===== src/rtl/press_pkg.sv =====
// Shared types and helpers for the push-button gesture classifier.
package press_pkg;

  typedef enum logic [2:0] {
    IDLE      = 3'd0,
    PRESSED   = 3'd1,
    LONG_HELD = 3'd2,
    WAIT_GAP  = 3'd3,
    SECOND    = 3'd4
  } state_e;

  function automatic int ms_to_cycles(input int clk_rate, input int ms);
    return clk_rate / 1000 * ms;
  endfunction

endpackage


===== src/rtl/event_timer.sv =====
// Clearable, enabled up-counter with terminal-count compare against a run-time limit.
module event_timer #(
  parameter int CntW = 4
) (
  input  logic            clk_i,
  input  logic            rst_i,
  input  logic            clr_i,
  input  logic            en_i,
  input  logic [CntW-1:0] limit_i,
  output logic            tc_o
);

  logic [CntW-1:0] cnt_q;
  logic [CntW-1:0] cnt_d;

  always_comb begin
    cnt_d = cnt_q;
    if (clr_i) begin
      cnt_d = '0;
    end else if (en_i) begin
      cnt_d = cnt_q + CntW'(1);
    end
  end

  always_ff @(posedge clk_i) begin
    if (rst_i) begin
      cnt_q <= '0;
    end else begin
      cnt_q <= cnt_d;
    end
  end

  assign tc_o = (cnt_q == limit_i);

endmodule


===== src/rtl/press_classifier.sv =====
// Turns a debounced button level into short / long / double-click pulses.
// DOUBLE_CLICK_EN enables the release gap window and double-click detection.
module press_classifier
  import press_pkg::*;
#(
  parameter int ClkRate = 10_000_000,
  parameter int LongMs  = 500,
  parameter int GapMs   = 250
) (
  input  logic clk_i,
  input  logic rst_i,
  input  logic level_i,
  output logic short_o,
  output logic long_o,
  output logic double_o,
  output logic busy_o
);

  localparam int LongCycles = ms_to_cycles(ClkRate, LongMs);
  localparam int GapCycles  = ms_to_cycles(ClkRate, GapMs);
  localparam int MaxCycles  = (LongCycles > GapCycles) ? LongCycles : GapCycles;
  localparam int CntW       = $clog2(MaxCycles);
  localparam logic [CntW-1:0] LongLimit = CntW'(LongCycles - 1);
`ifdef DOUBLE_CLICK_EN
  localparam logic [CntW-1:0] GapLimit  = CntW'(GapCycles - 1);
`endif

  if (LongCycles < 2 || GapCycles < 2) begin : g_cfg_check
    $error("press_classifier: LongCycles and GapCycles must both be >= 2");
  end

  state_e          state_q, state_d;
  logic            lvl_q;
  logic            short_q, short_d;
  logic            long_q, long_d;
  logic            busy_q, busy_d;
  logic            rise, fall;
  logic            tmr_clr, tmr_en, tmr_tc;
  logic [CntW-1:0] tmr_limit;

  assign rise = level_i & ~lvl_q;
  assign fall = ~level_i & lvl_q;

`ifdef DOUBLE_CLICK_EN
  logic double_q, double_d;
`endif

  always_comb begin
    state_d   = state_q;
    short_d   = 1'b0;
    long_d    = 1'b0;
`ifdef DOUBLE_CLICK_EN
    double_d  = 1'b0;
`endif
    tmr_en    = 1'b0;
    tmr_limit = LongLimit;
    case (state_q)
      IDLE: begin
        if (rise) state_d = PRESSED;
      end
      // Fall has priority over the long threshold in the same cycle.
      PRESSED: begin
        tmr_en = 1'b1;
        if (fall) begin
`ifdef DOUBLE_CLICK_EN
          state_d = WAIT_GAP;
`else
          short_d = 1'b1;
          state_d = IDLE;
`endif
        end else if (tmr_tc) begin
          long_d  = 1'b1;
          state_d = LONG_HELD;
        end
      end
      LONG_HELD: begin
        if (fall) state_d = IDLE;
      end
`ifdef DOUBLE_CLICK_EN
      // A second press beats gap expiry in the same cycle.
      WAIT_GAP: begin
        tmr_en    = 1'b1;
        tmr_limit = GapLimit;
        if (rise) begin
          state_d = SECOND;
        end else if (tmr_tc) begin
          short_d = 1'b1;
          state_d = IDLE;
        end
      end
      SECOND: begin
        if (fall) begin
          double_d = 1'b1;
          state_d  = IDLE;
        end
      end
`endif
      default: state_d = IDLE;
    endcase
    tmr_clr = (state_d != state_q);
    busy_d  = (state_d != IDLE);
  end

  event_timer #(
    .CntW(CntW)
  ) u_timer (
    .clk_i   (clk_i),
    .rst_i   (rst_i),
    .clr_i   (tmr_clr),
    .en_i    (tmr_en),
    .limit_i (tmr_limit),
    .tc_o    (tmr_tc)
  );

  always_ff @(posedge clk_i) begin
    if (rst_i) begin
      state_q <= IDLE;
      lvl_q   <= 1'b0;
      short_q <= 1'b0;
      long_q  <= 1'b0;
      busy_q  <= 1'b0;
    end else begin
      state_q <= state_d;
      lvl_q   <= level_i;
      short_q <= short_d;
      long_q  <= long_d;
      busy_q  <= busy_d;
    end
  end

`ifdef DOUBLE_CLICK_EN
  always_ff @(posedge clk_i) begin
    if (rst_i) begin
      double_q <= 1'b0;
    end else begin
      double_q <= double_d;
    end
  end
  assign double_o = double_q;
`else
  assign double_o = 1'b0;
`endif

  assign short_o = short_q;
  assign long_o  = long_q;
  assign busy_o  = busy_q;

endmodule


===== config.mk =====
export PLATFORM = sky130hd
export DESIGN_NAME = press_classifier
export DESIGN_NICKNAME = d
export VERILOG_FILES = /design/src/rtl/press_pkg.sv /design/src/rtl/event_timer.sv /design/src/rtl/press_classifier.sv
export SDC_FILE = /design/constraint.sdc
export NUM_CORES = 1
export LEC_CHECK = 0
export BUFFER_PORTS_ARGS = -buffer_cell sky130_fd_sc_hd__buf_2
export CAP_MARGIN = 10
export CORE_ASPECT_RATIO = 0.7
export CORE_MARGIN = 2
export CORE_UTILIZATION = 58
export DETAILED_ROUTE_END_ITERATION = 8
export GPL_TIMING_DRIVEN = 0
export MAX_ROUTING_LAYER = met4
export PLACE_DENSITY = 0.76
export SLEW_MARGIN = 20
export SYNTH_ARGS = -nofsm -noshare
export SYNTH_HDL_FRONTEND = slang
export SYNTH_SLANG_ARGS = --single-unit

===== constraint.sdc =====
create_clock -name clk_i -period 2.4 [get_ports clk_i]
set_clock_uncertainty 0.1 [all_clocks]
set_input_delay 0.36 -clock clk_i [delete_from_list [all_inputs] [get_ports clk_i]]
set_output_delay 0.36 -clock clk_i [all_outputs]
set_load 0.01 [all_outputs]

==> metrics.txt <==
# TYPE chip_impl_metric gauge
chip_impl_info{name="post-synth-top-area-cell",value="sky130_fd_sc_hd__dfxtp_1"} 1
chip_impl_metric{name="antenna_violations_before_repair",unit=""} 0
chip_impl_metric{name="power.static_leakage",unit="nW"} 0.5194
chip_impl_metric{name="groute.usage.overall",unit="%"} 24.56
chip_impl_info{name="hold_class",value="in -> reg"} 1
chip_impl_metric{name="start_util",unit="%"} 62.38
chip_impl_metric{name="die_ht",unit="um"} 44.44
chip_impl_metric{name="timing_worst_slew_pin_value",unit="ns"} 0.6533
chip_impl_metric{name="finalHoldViolations",unit=""} 0
chip_impl_metric{name="cts.sink_count",unit=""} 30
chip_impl_metric{name="hold_slack",unit="ns"} 0.1384
chip_impl_metric{name="grt_first_pass_wirelength",unit="mm"} 4.588
chip_impl_metric{name="grt_pass1_vias",unit=""} 989
chip_impl_metric{name="placement.setup.worst_slack",unit="ns"} 0.4849
chip_impl_metric{name="antenna-diode-count",unit=""} 0
chip_impl_info{name="worst_path_cell_chain",value="nand4bb_1 > nor3_1 > and3_1 > xnor2_1 > nor2_1"} 1
chip_impl_metric{name="clk_pin_slew_worst_paths",unit="ns"} 0.09
chip_impl_metric{name="drive_above_1_share",unit="%"} 14.11
chip_impl_metric{name="power.ir.vdd_worst",unit="uV"} 387.7
chip_impl_metric{name="routabilityCongestion",unit=""} 0.8363
chip_impl_metric{name="timing.final.crit_period",unit="ns"} 1.954
chip_impl_metric{name="detail_route.drc_violations",unit=""} 0
chip_impl_metric{name="ys_seq_elements",unit=""} 30
chip_impl_metric{name="cap_violations",unit=""} 0
chip_impl_metric{name="detailedRoute.firstIterationViolations",unit=""} 70
chip_impl_info{name="cp-start-kind",value="register"} 1
chip_impl_metric{name="rows",unit=""} 14
chip_impl_metric{name="wp_data_arrival",unit="ns"} 2.10
chip_impl_metric{name="htree_levels",unit=""} 2
chip_impl_metric{name="hold_buffers",unit=""} 0
chip_impl_metric{name="power_switching_share",unit="%"} 23.19
chip_impl_metric{name="antenna_left",unit=""} 0
chip_impl_info{name="hold_path.startpoint",value="rst_i"} 1
chip_impl_metric{name="grtUsageMet2",unit="%"} 33.68
chip_impl_metric{name="yosysSeqAreaShare",unit="%"} 44.32
chip_impl_metric{name="cts_made_buffers",unit=""} 5
chip_impl_info{name="synthTopCellsByArea",value="sky130_fd_sc_hd__dfxtp_1, sky130_fd_sc_hd__xor2_1, sky130_fd_sc_hd__nor2_1, sky130_fd_sc_hd__xnor2_1, sky130_fd_sc_hd__nand4_1"} 1
chip_impl_info{name="worst_hold_path.endpoint",value="long_o"} 1
chip_impl_info{name="timing.rr.end",value="u_timer.cnt_q[9]"} 1
chip_impl_metric{name="post-route-worst-setup-slack",unit="ns"} 0.4459
chip_impl_metric{name="vias",unit=""} 1071
chip_impl_metric{name="syn_inst",unit=""} 150
chip_impl_metric{name="detailed_place_hpwl",unit="mm"} 1.982
chip_impl_info{name="slowest_stage",value="sky130_fd_sc_hd__nor3_1"} 1
chip_impl_metric{name="timing.critical_path.fanout_max",unit=""} 7
chip_impl_metric{name="pwr-share-comb",unit="%"} 3.8
chip_impl_metric{name="yosysWarnings",unit=""} 0
chip_impl_metric{name="max-slew-margin-rel",unit="%"} 56.08
chip_impl_info{name="status",value="complete, no violations"} 1
chip_impl_metric{name="pin_count_of_the_biggest_net_entering_global_routing",unit=""} 11
chip_impl_metric{name="chipWidth",unit="um"} 61.77
chip_impl_metric{name="core-area",unit="um2"} 2172
chip_impl_metric{name="finalCoreUtilization",unit="%"} 67.74
chip_impl_metric{name="fin_setup_tns",unit="ns"} 0
chip_impl_metric{name="setup.reg_to_reg.worst_slack",unit="ns"} 0.45
chip_impl_metric{name="total_design_power",unit="uW"} 805.7
chip_impl_metric{name="drt-wirelength-per-cell",unit="um"} 13.52
chip_impl_metric{name="power.net_switching",unit="uW"} 186.8
chip_impl_metric{name="area_growth_syn_to_fin",unit="%"} 8.587
chip_impl_metric{name="fp.dieArea",unit="um2"} 2745
chip_impl_metric{name="max_freq",unit="GHz"} 0.5118
chip_impl_metric{name="synth.distinct_cells",unit=""} 33
chip_impl_metric{name="detail_route.first_pass.iterations",unit=""} 4
chip_impl_metric{name="final-max-slew-violation-count",unit=""} 0
chip_impl_metric{name="post_synthesis_cell_area",unit="um2"} 1355
chip_impl_metric{name="post_place_cells",unit=""} 188
chip_impl_metric{name="grt_remaining_overflow",unit=""} 0
chip_impl_metric{name="ctsResizeCount",unit=""} 0
chip_impl_info{name="mostFrequentLayoutCell",value="sky130_fd_sc_hd__nor2_1"} 1
chip_impl_metric{name="layout.cells.non_filler",unit=""} 195
chip_impl_metric{name="rr_worst_depth",unit=""} 5
chip_impl_metric{name="stdcell_area",unit="um2"} 1471
chip_impl_metric{name="min_delay_path_depth",unit=""} 2
chip_impl_metric{name="setup-violations-final",unit=""} 0
chip_impl_metric{name="via_per_inst",unit=""} 5.492
chip_impl_metric{name="syn_avg_cell_area",unit="um2"} 9.034
chip_impl_metric{name="finalCritPeriodShare",unit="%"} 81.42
chip_impl_info{name="cts_root_buffer",value="sky130_fd_sc_hd__clkbuf_4"} 1
chip_impl_info{name="tritoncts_clock_tree",value="yes"} 1
chip_impl_info{name="layout.cells.most_common_list",value="sky130_fd_sc_hd__nor2_1, sky130_fd_sc_hd__dfxtp_1, sky130_fd_sc_hd__xor2_1"} 1
chip_impl_metric{name="synth_top_cell_area_share",unit="%"} 44.32
chip_impl_metric{name="cell_internal_pwr",unit="uW"} 618.9
chip_impl_info{name="grt_setup_unrepaired",value="no"} 1
chip_impl_info{name="beginning_of_the_worst_register_to_register_path",value="state_q[0]"} 1
chip_impl_metric{name="powerDensity",unit="nW/um2"} 547.6
chip_impl_metric{name="grtUsageMet3",unit="%"} 7.018
chip_impl_metric{name="clk_path_buf_depth",unit=""} 2
chip_impl_metric{name="placement.cell_area",unit="um2"} 1424
chip_impl_metric{name="route.final.wire_length",unit="mm"} 2.637
chip_impl_info{name="worstSetupEndpointType",value="register"} 1
chip_impl_metric{name="seq_power_share",unit="%"} 62.7
chip_impl_metric{name="clkPwrFrac",unit="%"} 33.6
chip_impl_metric{name="design.final.nets",unit=""} 167
chip_impl_metric{name="numPortBuffers",unit=""} 5
chip_impl_metric{name="met1_usage",unit="%"} 33.15
chip_impl_metric{name="slowest_cell_delay_on_critical_path",unit="ns"} 0.61
chip_impl_metric{name="cp_data_required_time",unit="ns"} 2.54
chip_impl_info{name="busiest_layer",value="met2"} 1
chip_impl_metric{name="io_pins",unit=""} 7
chip_impl_info{name="setup.worst_path.class",value="reg -> reg"} 1
chip_impl_metric{name="worst_skew_pair.late_latency",unit="ns"} 0.34
chip_impl_metric{name="post-cts-setup-buffers",unit=""} 0
## layout make-up
| cell class | count | area (um2) |
|---|---|---|
| tap | 32 | 40.04 |
| clock inverter | 2 | 10.01 |
| timing repair buffer | 5 | 25.02 |
| clock buffer | 5 | 37.54 |
| fill | 192 | 700.7 |
| buffer | 4 | 33.78 |
| sequential | 30 | 600.6 |
| multi-input combinational | 115 | 716.9 |
| inverter | 2 | 7.507 |
## how the worst max path moves through the flow
stage / cells past startpoint / endpoint / startpoint
floorplan: 6 / u_timer.cnt_q[13] / u_timer.cnt_q[14]
global placement: 6 / u_timer.cnt_q[17] / u_timer.cnt_q[14]
detailed placement: 6 / u_timer.cnt_q[19] / u_timer.cnt_q[14]
CTS: 6 / u_timer.cnt_q[19] / u_timer.cnt_q[14]
global route: 5 / u_timer.cnt_q[9] / state_q[0]
finish: 5 / u_timer.cnt_q[9] / state_q[0]
## state kept, by name, indices dropped and copies added (netlist names)
register,flops
short_o,1
lvl_q,1
long_o,1
busy_o,1
state_q,3
u_timer.cnt_q,23
## worst max-delay path: cells and delay by family (launching register included)
| kind | cells | cell delay (ns) |
|---|---|---|
| simple gates | 4 | 1.18 |
| flops | 1 | 0.46 |
| xor+xnor | 1 | 0.12 |
## cell usage after synthesis, drive strengths merged
library cell and number:
nand4 10, a31o 1, nand2 13, inv 2
nand4bb 3, nor2 32, nor2b 1, buf 3
and3 3, nor4 4, a311o 1, xor2 15
xnor2 7, nand3 7, a21oi 3, nand2b 1
or4b 1, conb 1, or3b 1, ha 1
and2 1, dfxtp 30, nor4b 1, a211o 1
nor3 5, and4 1, clkbuf 1
## power by group through the flow
stage / combinational, mW / sequential [mW] / clock, mW
after global placement: 0.0296 / 0.516 / 0
after floorplan: 0.0220 / 0.516 / 0
after CTS: 0.0304 / 0.505 / 0.275
after global routing: 0.0343 / 0.506 / 0.296
final: 0.0304 / 0.505 / 0.271
after detailed placement: 0.0302 / 0.516 / 0
## logic make-up (layout without fill, tap and decap cells)
kind of cell	Yosys count	in the layout	synth area share, %
other	1	2	0.2767
DFF	30	30	44.32
xor gates and xnor gates	22	22	14.22
adders and majority gates	1	1	0.9232
buffers and inverters	6	18	3.047
and+or+nand+nor	84	84	33.80
AOI/OAI and AO/OA	6	6	3.417
## per-layer routing
layer  part of all wire [%]  routed length [um]
met1                     50                1320
met2                     42                1112
met3                    5.5                 144
met4                    2.2                  59
met5                      0                   0
(Power assumes the default switching activity.)
